`src/rtl/mips_ctrl_pkg.sv`:
```
// Shared MIPS control definitions: opcodes, ALUOp encoding and the control bundle
// used between the ID-stage decoder and the EX-stage ALU controller.
package mips_ctrl_pkg;

    localparam int OPW    = 6;
    localparam int ALUOPW = 3;
    localparam int REGW   = 5;

    localparam logic [OPW-1:0] OP_RTYPE = 6'b000000;
    localparam logic [OPW-1:0] OP_LW    = 6'b100011;
    localparam logic [OPW-1:0] OP_SW    = 6'b101011;
    localparam logic [OPW-1:0] OP_BEQ   = 6'b000100;
    localparam logic [OPW-1:0] OP_ADDI  = 6'b001000;
    localparam logic [OPW-1:0] OP_SLTI  = 6'b001010;

    localparam logic [ALUOPW-1:0] ALUOP_MEM  = 3'b000;
    localparam logic [ALUOPW-1:0] ALUOP_BR   = 3'b001;
    localparam logic [ALUOPW-1:0] ALUOP_R    = 3'b010;
    localparam logic [ALUOPW-1:0] ALUOP_ADDI = 3'b011;
    localparam logic [ALUOPW-1:0] ALUOP_SLTI = 3'b100;

    // Field order is shared with the EX stage; keep it stable.
    typedef struct packed {
        logic              reg_write;
        logic              reg_dst;
        logic              alu_src;
        logic              mem_read;
        logic              mem_write;
        logic              mem_to_reg;
        logic              branch;
        logic [ALUOPW-1:0] alu_op;
    } ctrl_t;

    localparam ctrl_t CTRL_BUBBLE = '{
        reg_write: 1'b0, reg_dst: 1'b0, alu_src: 1'b0, mem_read: 1'b0,
        mem_write: 1'b0, mem_to_reg: 1'b0, branch: 1'b0, alu_op: ALUOP_MEM
    };

endpackage

```
`src/rtl/id_ex_ctrl_decoder_main_decoder.sv`:
```
// Pure combinational main control decoder: opcode in, control bundle plus
// illegal/uses_rt flags out. Unknown opcodes decode to an all-zero bundle.
module main_decoder
    import mips_ctrl_pkg::*;
(
    input  logic [OPW-1:0] opcode,
    output ctrl_t          ctrl,
    output logic           illegal,
    output logic           uses_rt
);

    // Opcode to control-bundle lookup.
    always_comb begin
        ctrl    = CTRL_BUBBLE;
        illegal = 1'b0;
        uses_rt = 1'b0;
        case (opcode)
            OP_RTYPE: begin
                ctrl.reg_write = 1'b1;
                ctrl.reg_dst   = 1'b1;
                ctrl.alu_op    = ALUOP_R;
                uses_rt        = 1'b1;
            end
            OP_LW: begin
                ctrl.reg_write  = 1'b1;
                ctrl.alu_src    = 1'b1;
                ctrl.mem_read   = 1'b1;
                ctrl.mem_to_reg = 1'b1;
                ctrl.alu_op     = ALUOP_MEM;
            end
            OP_SW: begin
                ctrl.alu_src   = 1'b1;
                ctrl.mem_write = 1'b1;
                ctrl.alu_op    = ALUOP_MEM;
                uses_rt        = 1'b1;
            end
            OP_BEQ: begin
                ctrl.branch = 1'b1;
                ctrl.alu_op = ALUOP_BR;
                uses_rt     = 1'b1;
            end
            OP_ADDI: begin
                ctrl.reg_write = 1'b1;
                ctrl.alu_src   = 1'b1;
                ctrl.alu_op    = ALUOP_ADDI;
            end
            OP_SLTI: begin
                ctrl.reg_write = 1'b1;
                ctrl.alu_src   = 1'b1;
                ctrl.alu_op    = ALUOP_SLTI;
            end
            default: begin
                illegal = 1'b1;
            end
        endcase
    end

endmodule

```
`src/rtl/id_ex_ctrl_decoder.sv`:
```
// ID-stage control decode, load-use hazard detection and the ID/EX control
// pipeline register with flush/hold/stall bubble insertion.
module id_ex_ctrl_decoder
    import mips_ctrl_pkg::*;
#(
    parameter int OPW    = 6,
    parameter int ALUOPW = 3
) (
    input  logic              clk_i,
    input  logic              rst_i,
    input  logic [31:0]       instr_i,
    input  logic              hold_i,
    input  logic              flush_i,
    output logic              stall_o,
    output logic              illegal_o,
    output logic              ex_valid_o,
    output logic              ex_RegWrite_o,
    output logic              ex_RegDst_o,
    output logic              ex_ALUSrc_o,
    output logic              ex_MemRead_o,
    output logic              ex_MemWrite_o,
    output logic              ex_MemtoReg_o,
    output logic              ex_Branch_o,
    output logic [ALUOPW-1:0] ex_ALUOp_o,
    output logic [OPW-1:0]    ex_funct_o,
    output logic [4:0]        ex_rs_o,
    output logic [4:0]        ex_rt_o,
    output logic [4:0]        ex_rd_o
);

    ctrl_t          dec_ctrl_s;
    logic           dec_illegal_s;
    logic           dec_uses_rt_s;
    logic           stall_s;

    ctrl_t          ex_ctrl_r,    ex_ctrl_nxt_s;
    logic           ex_valid_r,   ex_valid_nxt_s;
    logic           illegal_r,    illegal_nxt_s;
    logic [OPW-1:0] ex_funct_r,   ex_funct_nxt_s;
    logic [4:0]     ex_rs_r,      ex_rs_nxt_s;
    logic [4:0]     ex_rt_r,      ex_rt_nxt_s;
    logic [4:0]     ex_rd_r,      ex_rd_nxt_s;

    main_decoder u_main_decoder (
        .opcode  (instr_i[31:26]),
        .ctrl    (dec_ctrl_s),
        .illegal (dec_illegal_s),
        .uses_rt (dec_uses_rt_s)
    );

    // Load-use hazard against the load sitting in EX; a flush squashes ID anyway.
    always_comb begin
        stall_s = 1'b0;
        if (flush_i) begin
            stall_s = 1'b0;
        end else if (ex_valid_r && ex_ctrl_r.mem_read && (ex_rt_r != 5'd0)) begin
            stall_s = (ex_rt_r == instr_i[25:21]) ||
                      (dec_uses_rt_s && (ex_rt_r == instr_i[20:16]));
        end else begin
            stall_s = 1'b0;
        end
    end

    // Next ID/EX contents: flush beats hold beats stall beats normal load.
    always_comb begin
        ex_ctrl_nxt_s  = ex_ctrl_r;
        ex_valid_nxt_s = ex_valid_r;
        ex_funct_nxt_s = ex_funct_r;
        ex_rs_nxt_s    = ex_rs_r;
        ex_rt_nxt_s    = ex_rt_r;
        ex_rd_nxt_s    = ex_rd_r;
        illegal_nxt_s  = 1'b0;
        if (flush_i || (!hold_i && (stall_s || dec_illegal_s))) begin
            // Bubble; specifiers are zeroed so a bubble can never match a hazard.
            ex_ctrl_nxt_s  = CTRL_BUBBLE;
            ex_valid_nxt_s = 1'b0;
            ex_funct_nxt_s = 6'd0;
            ex_rs_nxt_s    = 5'd0;
            ex_rt_nxt_s    = 5'd0;
            ex_rd_nxt_s    = 5'd0;
            illegal_nxt_s  = !flush_i && !stall_s && dec_illegal_s;
        end else if (hold_i) begin
            illegal_nxt_s  = 1'b0;
        end else begin
            ex_ctrl_nxt_s  = dec_ctrl_s;
            ex_valid_nxt_s = 1'b1;
            ex_funct_nxt_s = instr_i[5:0];
            ex_rs_nxt_s    = instr_i[25:21];
            ex_rt_nxt_s    = instr_i[20:16];
            ex_rd_nxt_s    = instr_i[15:11];
        end
    end

    // ID/EX pipeline register.
    always_ff @(posedge clk_i or negedge rst_i) begin
        if (!rst_i) begin
            ex_ctrl_r  <= CTRL_BUBBLE;
            ex_valid_r <= 1'b0;
            illegal_r  <= 1'b0;
            ex_funct_r <= 6'd0;
            ex_rs_r    <= 5'd0;
            ex_rt_r    <= 5'd0;
            ex_rd_r    <= 5'd0;
        end else begin
            ex_ctrl_r  <= ex_ctrl_nxt_s;
            ex_valid_r <= ex_valid_nxt_s;
            illegal_r  <= illegal_nxt_s;
            ex_funct_r <= ex_funct_nxt_s;
            ex_rs_r    <= ex_rs_nxt_s;
            ex_rt_r    <= ex_rt_nxt_s;
            ex_rd_r    <= ex_rd_nxt_s;
        end
    end

    assign stall_o       = stall_s;
    assign illegal_o     = illegal_r;
    assign ex_valid_o    = ex_valid_r;
    assign ex_RegWrite_o = ex_ctrl_r.reg_write;
    assign ex_RegDst_o   = ex_ctrl_r.reg_dst;
    assign ex_ALUSrc_o   = ex_ctrl_r.alu_src;
    assign ex_MemRead_o  = ex_ctrl_r.mem_read;
    assign ex_MemWrite_o = ex_ctrl_r.mem_write;
    assign ex_MemtoReg_o = ex_ctrl_r.mem_to_reg;
    assign ex_Branch_o   = ex_ctrl_r.branch;
    assign ex_ALUOp_o    = ex_ctrl_r.alu_op;
    assign ex_funct_o    = ex_funct_r;
    assign ex_rs_o       = ex_rs_r;
    assign ex_rt_o       = ex_rt_r;
    assign ex_rd_o       = ex_rd_r;

endmodule

```
`config.mk`:
```
export PLATFORM = sky130hd
export DESIGN_NAME = id_ex_ctrl_decoder
export DESIGN_NICKNAME = d
export VERILOG_FILES = /design/src/rtl/mips_ctrl_pkg.sv /design/src/rtl/id_ex_ctrl_decoder_main_decoder.sv /design/src/rtl/id_ex_ctrl_decoder.sv
export SDC_FILE = /design/constraint.sdc
export NUM_CORES = 1
export LEC_CHECK = 0
export ABC_AREA = 1
export CORE_MARGIN = 2
export CORE_UTILIZATION = 45
export CTS_BUF_LIST = sky130_fd_sc_hd__clkbuf_4 sky130_fd_sc_hd__clkbuf_8
export DETAILED_ROUTE_END_ITERATION = 6
export GPL_TIMING_DRIVEN = 0
export PLACE_DENSITY = 0.82
export SLEW_MARGIN = 20
export SYNTH_ARGS = -nofsm -noshare
export SYNTH_HDL_FRONTEND = slang
export SYNTH_HIERARCHICAL = 1
export SYNTH_SLANG_ARGS = --single-unit
```
`constraint.sdc`:
```
create_clock -name clk_i -period 2.95 [get_ports clk_i]
set_input_delay 0.885 -clock clk_i [delete_from_list [all_inputs] [get_ports clk_i]]
set_output_delay 0.885 -clock clk_i [all_outputs]
set_load 0.005 [all_outputs]
```
==> run summary <==
Pin placement for this block handled 70 I/O pins. After detailed routing, the met3 layer carries 354 um of wire. The fraction of power consumed by the clock network is 39.0%. The flow ran to the end, and the final reports show no timing, DRC or antenna violations. The clock insertion delay at the later pin of the skew report is 0.29 ns.

The final count of negative-setup-slack endpoints is 0. Counting along the longest clock path gives a buffer depth of 2. The fill cell instance count of the final layout is 298. Synthesis produced a netlist with a net count of 270. The worst path arrival time came out at 1.98 ns. The power per unit of standard cell area came out at 363 nW/um^2. The setup total negative slack is 0 ns. The mapped netlist covers 1780 um^2. The number of endpoints with negative hold slack in the final report is 0. TritonCTS built the clock tree.

After detailed routing, the wire length on met1 is 2.11 mm. The source of the critical timing path is instr_i[25]. The number of antenna violations at the first check in global routing came out at 0. Wires add up to 4.94 mm. The maximum clock skew at final layout is 0.00664 ns. The overall power of the completed layout came out at 977 uW.

The global placement routability congestion is 0.871. The total global-route track usage is 24.6%. The instance count on the critical path came out at 7. The share of power burned in combinational logic is 13.8%. The total number of vias came out at 1903. The post-detailed-route wirelength per cell came out at 13.4 um.

The leakage power came out at 0.00144 uW. Sequential cells were found to cover 46.5% of the synthesized design area. The part of the total power dissipated in sequential elements is 47.2%. The max-slew headroom at the worst pin is 69.2%.

Internal power comes to 734 uW. The kind of start point of the critical path is a primary input. The total global routing overflow is 0. The share of cells above drive strength 1 came out at 19.4%. The startpoint identified for the worst register-to-register timing path is ex_rt_o[1].

The Yosys warning count came out at 6. The number of nets in the layout came out at 355. Counting every sink on the clock net gives 33. The highest routing layer actually used is met4. The repair_antennas step left the layout with diodes totalling 0. After detailed routing, the met2 layer carries 2.43 mm of wire.

Relative to the synthesized area, the layout overhead comes to 51.7%. The post-synthesis register bit count came out at 33. The length in cells of the worst reg-to-reg path came out at 11.

After layout, the worst path uses 97.3% of the clock period. The cell chosen for the clock root is sky130_fd_sc_hd__clkbuf_8. The required time at the endpoint of the critical path is 2.07 ns. STA classifies the critical path endpoint as an output port.

In this run switching power makes up 24.9% of total power. The time the worst path needs with I/O delays and setup came out at 2.87 ns. The largest net degree at the start of global routing is 20.

The number of placement rows came out at 22. The depth of the CTS H-tree is 2. For this run, the number of standard cells in the final layout without fillers is 368. The via count of the first global-routing pass was 1785.

The worst hold path depth is 2. Leaving out fill and tap cells, the most frequent cells in the layout are 95 x sky130_fd_sc_hd__nand2_1, 47 x sky130_fd_sc_hd__clkdlybuf4s50_1, 33 x sky130_fd_sc_hd__dfrtp_1. The count of maximum capacitance violations came out at 0.

The height of the chip is 66.8 um. The most common cell after layout, fill and taps aside is sky130_fd_sc_hd__nand2_1. The highest cell delay on the worst timing path came out at 0.50 ns. The number of detailed-routing iterations run before antenna repair came out at 4. The number of port buffers is 64. The clock transition at the register clock pins on the worst setup and hold paths after CTS came out at 0.06 ns. In this run the worst hold path is classified as reg2reg.

The number of routed nets with antenna violations is 0. The slowest library cell on the worst path is sky130_fd_sc_hd__clkdlybuf4s50_1. The die is 66.8 um wide.

Dividing the synthesized area by the synthesized cell count gives 7.59 um^2. The fmax came out at 348 MHz. The final core utilization came out at 72.5%. The effective utilization at floorplan is 47.8%.

The DRC violation count after routing is 0. The net load switching power came out at 243 uW. The number of violations reported at the end of detailed-routing iteration 0 is 133. The synthesized netlist cell count came out at 234. Synthesis instantiated 21 different standard cells from the library. The kind of critical path is in2out. The floorplan die area came out at 4460 um^2.

The final count of pins violating max slew is 0. The CTS buffer count came out at 5. The family of cells with the greatest summed delay on the critical path is buffers and inverters. The detailed placement HPWL is 3.39 mm. The startpoint identified for the worst hold timing path is ex_rd_o[2]. The slew of the pin with the lowest slew margin came out at 0.462 ns. The number of placed instances with taps included is 347.

The via count normalized by instance count came out at 5.17. The total area inside the core boundary comes to 3720 um^2. Of all nets on the critical path, the largest fanout is 2. Setup repair after global routing left no endpoint under its margin. The critical path goes through clkdlybuf4s50_1 -> xnor2_1 -> nand3_1 -> nand2_2 -> nand2_8 -> nor2_2 -> buf_2. IR analysis of the VDD net gives a maximum drop of 333 uV. The combined buffer and inverter count along the critical path is 2. The first global-routing pass estimated 8.27 mm of wire.
[layer usage]
metal | up-vias | global-route usage (%)
li1 | 917 | -
met1 | 906 | 32.0
met2 | 74 | 41.4
met3 | 6 | 5.74
met4 | 0 | 6.12
met5 | - | 0
[final timing paths]
| path | endpoint | slack, ns |
|---|---|---|
| worst max-delay path | stall_o | 0.08 |
| worst min-delay path | ex_rd_o[2] | 0.48 |
| worst max register to register | ex_rd_o[2] | 1.34 |
| worst min register to register | ex_rd_o[2] | 0.48 |
| max in group asynchronous | ex_rd_o[3] | 2.01 |
| min in group asynchronous | ex_Branch_o | 0.51 |
[metrics by stage]
stage	worst slack (ns)	hold WS [ns]	instance area, um^2
after floorplan	0.203	0.473	1780
after global placement	-1.03	0.463	2480
after detailed placement	-1.04	0.467	2500
final	0.0801	0.480	2690
after CTS	0.000499	0.482	2670
after global routing	0.00737	0.502	2690
[state kept, by name (all words and copies together) (netlist names)]
signal / count
ex_funct_o: 6
ex_rd_o: 5
ex_rs_o: 5
ex_rt_o: 5
ex_ALUOp_o: 3
ex_ALUSrc_o: 1
ex_Branch_o: 1
ex_MemRead_o: 1
ex_MemWrite_o: 1
ex_MemtoReg_o: 1
ex_RegDst_o: 1
ex_RegWrite_o: 1
ex_valid_o: 1
illegal_o: 1
[cells by family (layout without fill, tap and decap cells)]
group | Yosys count | in the layout | share of synthesized area [%]
xor+xnor | 1 | 1 | 0.493
buf+inv | 37 | 123 | 9.51
flops | 33 | 33 | 46.5
compound gates | 2 | 2 | 0.563
simple gates | 161 | 161 | 42.9
[cells in the mapped netlist]
| cell | instances | area, um^2 |
|---|---|---|
| sky130_fd_sc_hd__nor2_2 | 2 | 12.5 |
| sky130_fd_sc_hd__nand2_4 | 1 | 11.3 |
| sky130_fd_sc_hd__inv_2 | 3 | 11.3 |
| sky130_fd_sc_hd__nand3_1 | 6 | 30.0 |
| sky130_fd_sc_hd__nand3_2 | 5 | 50.1 |
| sky130_fd_sc_hd__dfrtp_1 | 33 | 826 |
| sky130_fd_sc_hd__inv_1 | 20 | 75.1 |
| sky130_fd_sc_hd__xnor2_1 | 1 | 8.76 |
| sky130_fd_sc_hd__buf_6 | 3 | 33.8 |
| sky130_fd_sc_hd__nor3_2 | 1 | 10.0 |
| sky130_fd_sc_hd__o21ai_1 | 1 | 5.00 |
| sky130_fd_sc_hd__clkbuf_1 | 6 | 22.5 |
| sky130_fd_sc_hd__nand2_2 | 2 | 12.5 |
| sky130_fd_sc_hd__a21oi_1 | 1 | 5.00 |
| sky130_fd_sc_hd__nor2_4 | 2 | 22.5 |
| sky130_fd_sc_hd__buf_4 | 1 | 7.51 |
| sky130_fd_sc_hd__nor2_1 | 15 | 56.3 |
| sky130_fd_sc_hd__clkinv_1 | 1 | 3.75 |
| sky130_fd_sc_hd__nand2_1 | 95 | 357 |
| sky130_fd_sc_hd__nand4_1 | 32 | 200 |
| sky130_fd_sc_hd__buf_2 | 3 | 15.0 |
[worst reg2reg max path, cell delays in order, from the launching register on]
cell and delay, ns:
sky130_fd_sc_hd__dfrtp_1 0.47, sky130_fd_sc_hd__inv_2 0.07, sky130_fd_sc_hd__nand2_1 0.06, sky130_fd_sc_hd__nand2_1 0.05
sky130_fd_sc_hd__nor2_1 0.08, sky130_fd_sc_hd__nand3_1 0.09, sky130_fd_sc_hd__nand2_2 0.13, sky130_fd_sc_hd__nand2_8 0.06
sky130_fd_sc_hd__buf_4 0.20, sky130_fd_sc_hd__buf_6 0.16, sky130_fd_sc_hd__nand4_1 0.08, sky130_fd_sc_hd__nand2_1 0.06
[repair_timing]
| action | in CTS | in global routing |
|---|---|---|
| resized for setup | 41 | 12 |
| endpoints found under the setup margin | 1 | 31 |
| pin swaps | 9 | 7 |
| hold buffers | 0 | 0 |
| setup buffers | 12 | 2 |
[final cells by class]
type / count / area (um^2) / share of cell area [%]
Buffer: 12 / 70.1 / 2.60
Clock inverter: 1 / 5.00 / 0.186
Clock buffer: 7 / 96.3 / 3.58
Tap cell: 48 / 60.1 / 2.23
Multi-Input combinational cell: 164 / 811 / 30.1
Inverter: 24 / 90.1 / 3.34
Sequential cell: 33 / 826 / 30.7
Timing Repair Buffer: 79 / 736 / 27.3
[power by group through the flow]
stage / logic, uW / registers (uW) / clock network (uW)
4_1_cts: 131 / 461 / 381
5_1_grt: 148 / 461 / 407
6_report: 135 / 461 / 381
2_1_floorplan: 44.8 / 470 / 0
3_5_place_dp: 128 / 470 / 0
3_3_place_gp: 122 / 470 / 0
Power figures use the tool's default switching activity.
